### src/rtl/mips_ctrl_pkg.sv
// Shared definitions for the multicycle MIPS control unit: opcodes, ALU
// operation encoding, FSM states and datapath mux-select codes.
package mips_ctrl_pkg;

   localparam int unsigned OP_W     = 6;
   localparam int unsigned ALU_OP_W = 3;

   // Opcodes (IR[31:26])
   localparam logic [OP_W-1:0] OP_ALU  = 6'b000000;
   localparam logic [OP_W-1:0] OP_JUMP = 6'b000010;
   localparam logic [OP_W-1:0] OP_JAL  = 6'b000011;
   localparam logic [OP_W-1:0] OP_BEQ  = 6'b000100;
   localparam logic [OP_W-1:0] OP_BNE  = 6'b000101;
   localparam logic [OP_W-1:0] OP_ADDI = 6'b001000;
   localparam logic [OP_W-1:0] OP_ANDI = 6'b001100;
   localparam logic [OP_W-1:0] OP_LW   = 6'b100011;
   localparam logic [OP_W-1:0] OP_SW   = 6'b101011;

   // ALU operation encoding
   localparam logic [ALU_OP_W-1:0] ALU_ADD   = 3'd0;
   localparam logic [ALU_OP_W-1:0] ALU_SUB   = 3'd1;
   localparam logic [ALU_OP_W-1:0] ALU_AND   = 3'd2;
   localparam logic [ALU_OP_W-1:0] ALU_FUNCT = 3'd3;

   // Writeback source
   localparam logic [1:0] MTR_ALUOUT = 2'b00;
   localparam logic [1:0] MTR_MDR    = 2'b01;
   localparam logic [1:0] MTR_PC     = 2'b10;

   // Destination register
   localparam logic [1:0] RD_RT = 2'b00;
   localparam logic [1:0] RD_RD = 2'b01;
   localparam logic [1:0] RD_RA = 2'b10;

   // ALU B input
   localparam logic [1:0] SRCB_B      = 2'b00;
   localparam logic [1:0] SRCB_4      = 2'b01;
   localparam logic [1:0] SRCB_IMM    = 2'b10;
   localparam logic [1:0] SRCB_IMM_SH = 2'b11;

   // Next-PC source
   localparam logic [1:0] PCS_ALU    = 2'b00;
   localparam logic [1:0] PCS_ALUOUT = 2'b01;
   localparam logic [1:0] PCS_JUMP   = 2'b10;

   typedef enum logic [3:0] {
      S_FETCH    = 4'd0,
      S_DECODE   = 4'd1,
      S_EXEC_R   = 4'd2,
      S_R_WB     = 4'd3,
      S_EXEC_I   = 4'd4,
      S_I_WB     = 4'd5,
      S_MEM_ADDR = 4'd6,
      S_MEM_RD   = 4'd7,
      S_MEM_WB   = 4'd8,
      S_MEM_WR   = 4'd9,
      S_BRANCH   = 4'd10,
      S_JUMP     = 4'd11,
      S_JAL      = 4'd12,
      S_TRAP     = 4'd13
   } state_t;

endpackage

### src/rtl/multicycle_cu_if.sv
// Control-unit <-> datapath/memory bundle.
//   master : control unit (takes opcode/mem_ready, drives control lines)
//   slave  : datapath side
// Optional trap line present when MULTICYCLE_CU_ILLEGAL_TRAP_EN is defined.
interface multicycle_cu_if #(
   parameter int unsigned OPCODE_W = 6,
   parameter int unsigned ALUOP_W  = 3
);
   logic [OPCODE_W-1:0] opcode;
   logic                mem_ready;
   logic                pc_write;
   logic                pc_write_cond;
   logic                pc_write_cond_ne;
   logic                ir_write;
   logic                i_or_d;
   logic                mem_read;
   logic                mem_write;
   logic [1:0]          mem_to_reg;
   logic                reg_write;
   logic [1:0]          reg_dst;
   logic                alu_src_a;
   logic [1:0]          alu_src_b;
   logic [ALUOP_W-1:0]  alu_op;
   logic [1:0]          pc_source;
   logic                instr_done;
   logic                mem_err;
`ifdef MULTICYCLE_CU_ILLEGAL_TRAP_EN
   logic                trap;
`endif

   modport master (
      input  opcode, mem_ready,
      output pc_write, pc_write_cond, pc_write_cond_ne, ir_write, i_or_d,
             mem_read, mem_write, mem_to_reg, reg_write, reg_dst, alu_src_a,
             alu_src_b, alu_op, pc_source, instr_done, mem_err
`ifdef MULTICYCLE_CU_ILLEGAL_TRAP_EN
      , output trap
`endif
   );

   modport slave (
      output opcode, mem_ready,
      input  pc_write, pc_write_cond, pc_write_cond_ne, ir_write, i_or_d,
             mem_read, mem_write, mem_to_reg, reg_write, reg_dst, alu_src_a,
             alu_src_b, alu_op, pc_source, instr_done, mem_err
`ifdef MULTICYCLE_CU_ILLEGAL_TRAP_EN
      , input trap
`endif
   );
endinterface

### src/rtl/mem_wait_timer.sv
// Memory wait counter with timeout compare.
//   clk, rst    : clock, async active-low reset
//   busy        : FSM is in a state waiting on memory
//   ready       : memory completes this cycle
//   timeout_c   : combinational; wait budget exhausted with ready low
// TIMEOUT = 0 disables the timeout.
module mem_wait_timer #(
   parameter int unsigned TIMEOUT = 16
) (
   input  logic clk,
   input  logic rst,
   input  logic busy,
   input  logic ready,
   output logic timeout_c
);
   localparam int unsigned CNT_W = (TIMEOUT > 1) ? $clog2(TIMEOUT) : 1;

   logic [CNT_W-1:0] cnt;

   if (TIMEOUT > 0) begin : g_timeout
      assign timeout_c = busy && !ready && (cnt == CNT_W'(TIMEOUT - 1));
   end else begin : g_no_timeout
      assign timeout_c = 1'b0;
   end

   // Counts stalled cycles; any other cycle (completion, timeout, non-memory
   // state) clears it, so every entry into a wait state starts from zero.
   always_ff @(posedge clk or negedge rst) begin
      if (!rst)                            cnt <= '0;
      else if (busy && !ready && !timeout_c) cnt <= cnt + CNT_W'(1);
      else                                 cnt <= '0;
   end
endmodule

### src/rtl/multicycle_cu.sv
// Multicycle MIPS control unit: Moore FSM sequencing fetch/decode/execute/
// memory/writeback over a shared-ALU, single-memory datapath.
//   clk, rst : clock, async active-low reset (all outputs 0 while low)
//   bus      : multicycle_cu_if.master (opcode, mem_ready in; control out)
// MEM_TIMEOUT bounds each memory wait (0 disables).
// Macro MULTICYCLE_CU_ILLEGAL_TRAP_EN: undefined opcodes lock into TRAP with
// bus.trap=1 instead of executing as a NOP.
module multicycle_cu
   import mips_ctrl_pkg::*;
#(
   parameter int unsigned OPCODE_W    = 6,
   parameter int unsigned ALUOP_W     = 3,
   parameter int unsigned MEM_TIMEOUT = 16
) (
   input logic             clk,
   input logic             rst,
   multicycle_cu_if.master bus
);
   state_t              state, state_nxt;
   logic [OPCODE_W-1:0] op_q;
   logic [OP_W-1:0]     op_dec;
   logic [OP_W-1:0]     op_lat;
   logic                mem_busy;
   logic                timeout_c;

   assign op_dec   = OP_W'(bus.opcode);
   assign op_lat   = OP_W'(op_q);
   assign mem_busy = (state == S_FETCH) || (state == S_MEM_RD) || (state == S_MEM_WR);

   mem_wait_timer #(.TIMEOUT(MEM_TIMEOUT)) u_timer (
      .clk       (clk),
      .rst       (rst),
      .busy      (mem_busy),
      .ready     (bus.mem_ready),
      .timeout_c (timeout_c)
   );

   // State register
   always_ff @(posedge clk or negedge rst) begin
      if (!rst) state <= S_FETCH;
      else      state <= state_nxt;
   end

   // Opcode latch; IR may change after DECODE, later states use this copy
   always_ff @(posedge clk or negedge rst) begin
      if (!rst)                   op_q <= '0;
      else if (state == S_DECODE) op_q <= bus.opcode;
   end

   // Next state and Moore output decode
   always_comb begin
      state_nxt            = state;
      bus.pc_write         = 1'b0;
      bus.pc_write_cond    = 1'b0;
      bus.pc_write_cond_ne = 1'b0;
      bus.ir_write         = 1'b0;
      bus.i_or_d           = 1'b0;
      bus.mem_read         = 1'b0;
      bus.mem_write        = 1'b0;
      bus.mem_to_reg       = MTR_ALUOUT;
      bus.reg_write        = 1'b0;
      bus.reg_dst          = RD_RT;
      bus.alu_src_a        = 1'b0;
      bus.alu_src_b        = SRCB_B;
      bus.alu_op           = ALUOP_W'(ALU_ADD);
      bus.pc_source        = PCS_ALU;
      bus.instr_done       = 1'b0;
      bus.mem_err          = 1'b0;
`ifdef MULTICYCLE_CU_ILLEGAL_TRAP_EN
      bus.trap             = 1'b0;
`endif
      // Outputs gated by reset so an in-flight access drops immediately
      if (rst) begin
         unique case (state)
            S_FETCH: begin
               bus.mem_read  = 1'b1;
               bus.alu_src_b = SRCB_4;
               bus.ir_write  = bus.mem_ready;
               bus.pc_write  = bus.mem_ready;
               if (bus.mem_ready)  state_nxt = S_DECODE;
               else if (timeout_c) bus.mem_err = 1'b1;  // retry same PC
            end
            S_DECODE: begin
               bus.alu_src_b = SRCB_IMM_SH;
               unique case (op_dec)
                  OP_ALU:          state_nxt = S_EXEC_R;
                  OP_ADDI, OP_ANDI: state_nxt = S_EXEC_I;
                  OP_LW, OP_SW:    state_nxt = S_MEM_ADDR;
                  OP_BEQ, OP_BNE:  state_nxt = S_BRANCH;
                  OP_JUMP:         state_nxt = S_JUMP;
                  OP_JAL:          state_nxt = S_JAL;
                  default: begin
`ifdef MULTICYCLE_CU_ILLEGAL_TRAP_EN
                     state_nxt = S_TRAP;
`else
                     state_nxt      = S_FETCH;
                     bus.instr_done = 1'b1;
`endif
                  end
               endcase
            end
            S_EXEC_R: begin
               bus.alu_src_a = 1'b1;
               bus.alu_op    = ALUOP_W'(ALU_FUNCT);
               state_nxt     = S_R_WB;
            end
            S_R_WB: begin
               bus.reg_write  = 1'b1;
               bus.reg_dst    = RD_RD;
               bus.instr_done = 1'b1;
               state_nxt      = S_FETCH;
            end
            S_EXEC_I: begin
               bus.alu_src_a = 1'b1;
               bus.alu_src_b = SRCB_IMM;
               bus.alu_op    = (op_lat == OP_ANDI) ? ALUOP_W'(ALU_AND) : ALUOP_W'(ALU_ADD);
               state_nxt     = S_I_WB;
            end
            S_I_WB: begin
               bus.reg_write  = 1'b1;
               bus.instr_done = 1'b1;
               state_nxt      = S_FETCH;
            end
            S_MEM_ADDR: begin
               bus.alu_src_a = 1'b1;
               bus.alu_src_b = SRCB_IMM;
               state_nxt     = (op_lat == OP_SW) ? S_MEM_WR : S_MEM_RD;
            end
            S_MEM_RD: begin
               bus.mem_read = 1'b1;
               bus.i_or_d   = 1'b1;
               if (bus.mem_ready) state_nxt = S_MEM_WB;
               else if (timeout_c) begin
                  bus.mem_err = 1'b1;
                  state_nxt   = S_FETCH;
               end
            end
            S_MEM_WB: begin
               bus.reg_write  = 1'b1;
               bus.mem_to_reg = MTR_MDR;
               bus.instr_done = 1'b1;
               state_nxt      = S_FETCH;
            end
            S_MEM_WR: begin
               bus.mem_write = 1'b1;
               bus.i_or_d    = 1'b1;
               if (bus.mem_ready) begin
                  bus.instr_done = 1'b1;
                  state_nxt      = S_FETCH;
               end else if (timeout_c) begin
                  bus.mem_err = 1'b1;
                  state_nxt   = S_FETCH;
               end
            end
            S_BRANCH: begin
               bus.alu_src_a        = 1'b1;
               bus.alu_op           = ALUOP_W'(ALU_SUB);
               bus.pc_source        = PCS_ALUOUT;
               bus.pc_write_cond    = (op_lat == OP_BEQ);
               bus.pc_write_cond_ne = (op_lat == OP_BNE);
               bus.instr_done       = 1'b1;
               state_nxt            = S_FETCH;
            end
            S_JUMP: begin
               bus.pc_write   = 1'b1;
               bus.pc_source  = PCS_JUMP;
               bus.instr_done = 1'b1;
               state_nxt      = S_FETCH;
            end
            S_JAL: begin
               // PC still holds PC+4 here, so it is the link value
               bus.pc_write   = 1'b1;
               bus.pc_source  = PCS_JUMP;
               bus.reg_write  = 1'b1;
               bus.reg_dst    = RD_RA;
               bus.mem_to_reg = MTR_PC;
               bus.instr_done = 1'b1;
               state_nxt      = S_FETCH;
            end
            S_TRAP: begin
`ifdef MULTICYCLE_CU_ILLEGAL_TRAP_EN
               bus.trap = 1'b1;
`else
               state_nxt = S_FETCH;
`endif
            end
            default: state_nxt = S_FETCH;
         endcase
      end
   end
endmodule

### src/flat_wrapper.sv
// flat-port wrapper written by rule: the top's interface ports become plain ports
module multicycle_cu_flat import mips_ctrl_pkg::*;
#(
   parameter int unsigned OPCODE_W    = 6,
   parameter int unsigned ALUOP_W     = 3,
   parameter int unsigned MEM_TIMEOUT = 16
)
  (clk, rst, bus_opcode, bus_mem_ready, bus_pc_write, bus_pc_write_cond, bus_pc_write_cond_ne, bus_ir_write, bus_i_or_d, bus_mem_read, bus_mem_write, bus_mem_to_reg, bus_reg_write, bus_reg_dst, bus_alu_src_a, bus_alu_src_b, bus_alu_op, bus_pc_source, bus_instr_done, bus_mem_err);
  multicycle_cu_if #(.OPCODE_W(OPCODE_W), .ALUOP_W(ALUOP_W)) bus_i ();
  input logic clk;
  input logic rst;
  input wire logic [$bits(bus_i.opcode)-1:0] bus_opcode;
  input wire logic [$bits(bus_i.mem_ready)-1:0] bus_mem_ready;
  output wire logic [$bits(bus_i.pc_write)-1:0] bus_pc_write;
  output wire logic [$bits(bus_i.pc_write_cond)-1:0] bus_pc_write_cond;
  output wire logic [$bits(bus_i.pc_write_cond_ne)-1:0] bus_pc_write_cond_ne;
  output wire logic [$bits(bus_i.ir_write)-1:0] bus_ir_write;
  output wire logic [$bits(bus_i.i_or_d)-1:0] bus_i_or_d;
  output wire logic [$bits(bus_i.mem_read)-1:0] bus_mem_read;
  output wire logic [$bits(bus_i.mem_write)-1:0] bus_mem_write;
  output wire logic [$bits(bus_i.mem_to_reg)-1:0] bus_mem_to_reg;
  output wire logic [$bits(bus_i.reg_write)-1:0] bus_reg_write;
  output wire logic [$bits(bus_i.reg_dst)-1:0] bus_reg_dst;
  output wire logic [$bits(bus_i.alu_src_a)-1:0] bus_alu_src_a;
  output wire logic [$bits(bus_i.alu_src_b)-1:0] bus_alu_src_b;
  output wire logic [$bits(bus_i.alu_op)-1:0] bus_alu_op;
  output wire logic [$bits(bus_i.pc_source)-1:0] bus_pc_source;
  output wire logic [$bits(bus_i.instr_done)-1:0] bus_instr_done;
  output wire logic [$bits(bus_i.mem_err)-1:0] bus_mem_err;
  assign bus_i.opcode = bus_opcode;
  assign bus_i.mem_ready = bus_mem_ready;
  assign bus_pc_write = bus_i.pc_write;
  assign bus_pc_write_cond = bus_i.pc_write_cond;
  assign bus_pc_write_cond_ne = bus_i.pc_write_cond_ne;
  assign bus_ir_write = bus_i.ir_write;
  assign bus_i_or_d = bus_i.i_or_d;
  assign bus_mem_read = bus_i.mem_read;
  assign bus_mem_write = bus_i.mem_write;
  assign bus_mem_to_reg = bus_i.mem_to_reg;
  assign bus_reg_write = bus_i.reg_write;
  assign bus_reg_dst = bus_i.reg_dst;
  assign bus_alu_src_a = bus_i.alu_src_a;
  assign bus_alu_src_b = bus_i.alu_src_b;
  assign bus_alu_op = bus_i.alu_op;
  assign bus_pc_source = bus_i.pc_source;
  assign bus_instr_done = bus_i.instr_done;
  assign bus_mem_err = bus_i.mem_err;
  multicycle_cu #(.OPCODE_W(OPCODE_W), .ALUOP_W(ALUOP_W), .MEM_TIMEOUT(MEM_TIMEOUT)) u_core (.clk(clk), .rst(rst), .bus(bus_i));
endmodule
### config.mk
export PLATFORM = sky130hd
export DESIGN_NAME = multicycle_cu_flat
export DESIGN_NICKNAME = d
export VERILOG_FILES = /design/src/rtl/mips_ctrl_pkg.sv /design/src/rtl/multicycle_cu_if.sv /design/src/rtl/mem_wait_timer.sv /design/src/rtl/multicycle_cu.sv /design/src/flat_wrapper.sv
export SDC_FILE = /design/constraint.sdc
export NUM_CORES = 1
export LEC_CHECK = 0
export CAP_MARGIN = 20
export CORE_MARGIN = 1.5
export CORE_UTILIZATION = 48
export DETAILED_ROUTE_END_ITERATION = 6
export PLACE_DENSITY_LB_ADDON = 0.05
export SLEW_MARGIN = 5
export SYNTH_ARGS = -nofsm -noshare
export SYNTH_HDL_FRONTEND = slang
export SYNTH_SLANG_ARGS = --single-unit
### constraint.sdc
create_clock -name clk -period 2.45 [get_ports clk]
set_clock_uncertainty 0.15 [all_clocks]
set_input_delay 0.49 -clock clk [delete_from_list [all_inputs] [get_ports clk]]
set_output_delay 0.49 -clock clk [all_outputs]
set_load 0.02 [all_outputs]
==> results of run 1 <==
report_power, final:
group,switching [mW],internal [mW],total [mW]
Combinational,0.414,0.414,0.827
Sequential,0.0913,0.311,0.402
Clock,0.0791,0.0902,0.169
Total,0.584,0.815,1.40
cell type report:
type / instances / area [µm²]
Clock buffer: 4 / 36.3
Fill cell: 162 / 438
Multi-Input combinational cell: 109 / 790
Tap cell: 28 / 35.0
Sequential cell: 14 / 352
Timing Repair Buffer: 70 / 582
Inverter: 6 / 22.5
path summary, 6_finish.rpt:
check / slack (ns) / startpoint / depth (start not counted) / to
max reg2reg: 0.59 / u_core.state[3]$_DFFE_PN0P_ / 6 / u_core.state[2]$_DFFE_PN0P_
min reg2reg: 0.36 / u_core.u_timer.cnt[0]$_DFF_PN0_ / 1 / u_core.u_timer.cnt[0]$_DFF_PN0_
min in group clk: 0.36 / u_core.u_timer.cnt[0]$_DFF_PN0_ / 1 / u_core.u_timer.cnt[0]$_DFF_PN0_
min: 0.20 / rst / 2 / u_core.state[3]$_DFFE_PN0P_
max in group asynchronous: 1.75 / rst / 2 / u_core.u_timer.cnt[0]$_DFF_PN0_
max: -0.01 / bus_opcode[3] / 6 / bus_instr_done
stage by stage:
stage | utilization, % | instance area, µm²
floorplan | - | 1180
global placement | 77.4 | 1750
detailed placement | 77.4 | 1750
CTS | 79.4 | 1790
global route | 80.6 | 1820
finish | 80.6 | 1820
synthesized netlist by cell type, drive strengths merged (2+ instances only):
cell      n  area share, %
nor3      6            2.5
nor2     15            4.8
nor2b     2            1.1
o21ai     5            2.1
a21oi     6            2.5
nand3b    3            1.9
buf      10            5.8
and3      6            3.2
mux2      5            4.8
inv       6            1.9
o2bb2ai   2            2.0
nand2b    5            2.7
o211ai    3            1.9
nand3     4            1.7
xor2      2            1.5
nand2    10            3.2
a32o      3            2.5
dfrtp    14             30
nor3b     3            1.9
nor4b     4            4.2
mux2i     3            2.5
layer usage:
layer | track usage (%) | share of wire (%)
met3 | 3.43 | 6.5
met2 | 47.5 | 50
met5 | 0 | 0
met4 | 5.98 | 1.0
met1 | 35.4 | 42
cell families after synthesis:
family,after synthesis,share of synthesized area (%)
and+or+nand+nor,68,33.9
AOI/OAI and AO/OA,28,17.4
buffers and inverters,17,8.07
DFF,14,29.7
muxes,8,7.32
xor gates and xnor gates,3,2.23
adders and majority gates,1,1.06
other,1,0.318
flip-flops by register name (all words and copies together) (netlist names):
register and flops:
u_core.state 4, u_core.u_timer.cnt 4, u_core.op_lat 6
cell usage in the layout (no fill, tap or decap), types with 3 or more instances in the layout:
cell / n
nand2_1: 10
nand2b_1: 5
nand3_1: 4
a32o_1: 3
a21oi_1: 6
inv_1: 6
buf_4: 41
mux2_2: 5
clkbuf_4: 3
and3_1: 6
o21ai_0: 4
nor2_1: 15
clkdlybuf4s50_1: 3
dlymetal6s2s_1: 6
nor3_1: 5
dfrtp_1: 13
clkbuf_2: 5
nand3b_1: 3
o211ai_1: 3
dlygate4sd2_1: 9
what timing repair did:
| action | in CTS | in global routing |
|---|---|---|
| endpoints found under the setup margin | 21 | 13 |
| resized for setup | 42 | 24 |
| pin swaps | 0 | 4 |
| hold buffers | 0 | 0 |
| hold endpoints to repair | 0 | 0 |
| buffers inserted | 1 | 0 |
==> Flow_metrics.wiki, run 1 <==
{| class="wikitable"
! Metric !! Value
|-
| Maximum number of pins on one net before global-route repair || 17
|-
| Count of TritonRoute iterations in the first routing pass || 6
|-
| DRC violation count after routing || 0
|-
| Arr. time, crit path || 1.82 ns
|-
| Async set-or-reset flop fraction in the synthesized netlist || 100%
|-
| Detailed placement HPWL || 2.65 mm
|-
| Clock sink count || 14
|-
| Sequential cell area fraction in the yosys report || 29.7%
|-
| Worst slack on hold paths || 0.205 ns
|-
| Overall routing resource usage || 27.1%
|-
| Minimum setup slack in the final design || -0.0113 ns
|-
| Final antenna-violating net count || 0
|-
| Clk slew on worst S/H paths || 0.09 ns
|-
| Leakage power || 0.953 nW
|-
| Core Footprint || 0.00225 mm²
|-
| Ratio of total power to cell area || 770 mW/mm²
|-
| Post-synthesis cell count || 140
|-
| Combined area of all synthesized cells || 0.00118 mm²
|-
| Mean instance size in the synthesized netlist || 8.42 µm²
|-
| Global-route congestion overflow total || 0
|-
| Number of enable flip-flop cells after synthesis || 0
|-
| Post-Place Worst Slack || -0.534 ns
|-
| Overall power after layout || 1.40 mW
|-
| CTS tree || done
|-
| Violated checks || setup timing
|-
| Final Hold Fails || 0
|-
| Final setup viols || 1
|-
| Run status || finished, violations left
|-
| Die Area || 0.00276 mm²
|-
| Diode count || 0
|-
| Kind of end point of the critical path || output pin
|-
| Hold Crit Class || in -> async
|-
| Clock network latency to the later pin of the worst-skew pair || 0.27 ns
|-
| Net count, final || 214
|-
| H-tree depth reported by CTS || 1
|-
| Worst path top cell family by delay || buffers and inverters
|-
| Via count of the first global-routing pass || 1,232
|-
| Io pins || 31
|-
| Initial DRC count || 40
|-
| Number of CTS-inserted buffers || 3
|-
| Post-Synthesis Net Count || 150
|-
| Number of buffers between clock root and the deepest sink || 2
|-
| Time the worst path needs with I/O delays and setup || 2.46 ns
|-
| Final weighted congestion in routability-driven placement || 0.898
|-
| Largest fanout on the critical path || 3
|-
| Synthesis-to-finish area growth || 54.1%
|-
| Die Span Y || 52.6 µm
|-
| DR WL/cell || 16.0 µm
|-
| Sort of element at the start of the critical path || primary input
|-
| Unrepaired setup endpoints after global routing || true
|-
| Count of placed standard cells in the final layout, fillers left out || 231
|-
| Post-synth cell types || 50
|-
| Setup CP Type || in -> out
|-
| Via Count || 1,359
|-
| Effective utilization at floorplan || 52.3%
|-
| Maximum operating frequency || 406 MHz
|-
| Pins over their slew limit || 0
|-
| Clock root cell || clkbuf_4
|-
| Part of the cycle the worst path needs || 100%
|-
| Critical-path cell with the highest stage delay || clkdlybuf4s50_1
|-
| Wire length of the first global-routing pass || 5.62 mm
|-
| Worst EP required || 1.81 ns
|-
| Die outline width || 52.6 µm
|-
| IR drop worst, VDD || 0.607 mV
|-
| Buf/Inv on CP || 2
|-
| Count of state elements after synthesis || 14
|-
| Layout cell share with drive strength beyond 1 || 35.0%
|-
| Detailed-route vias per instance || 5.88
|-
| Antenna violations before repair || 0
|-
| # rows || 17
|-
| Cell count after placement || 226
|-
| Number of maximum-capacitance violations || 0
|-
| Total detailed-routing wirelength || 3.70 mm
|-
| Number of buffers added on ports || 29
|-
| Largest stage delay on the critical path || 0.54 ns
|-
| Cell-by-cell trace of the critical path || clkdlybuf4s50_1 > nand2b_1 > a31oi_2 > o211ai_1 > a21oi_1 > buf_4
|-
| Fin Setup TNS || -0.0113 ns
|-
| Yosys warning count || 0
|-
| Most used flip-flop cell after synthesis || dfrtp_1
|}
No activity file was read; power rests on OpenSTA's default activity.
==> run 2: changes to the inputs <==
- CTS_CLUSTER_DIAMETER: not set -> 50
==> results of run 2 <==
No change in the layout: final DEF, timing and power equal those of run 1.
==> run 3: changes to the inputs <==
- CTS_CLUSTER_DIAMETER: 50 -> not set
- GPL_ROUTABILITY_DRIVEN: not set -> 0
==> results of run 3 <==
No change in the layout: final DEF, timing and power equal those of run 1.
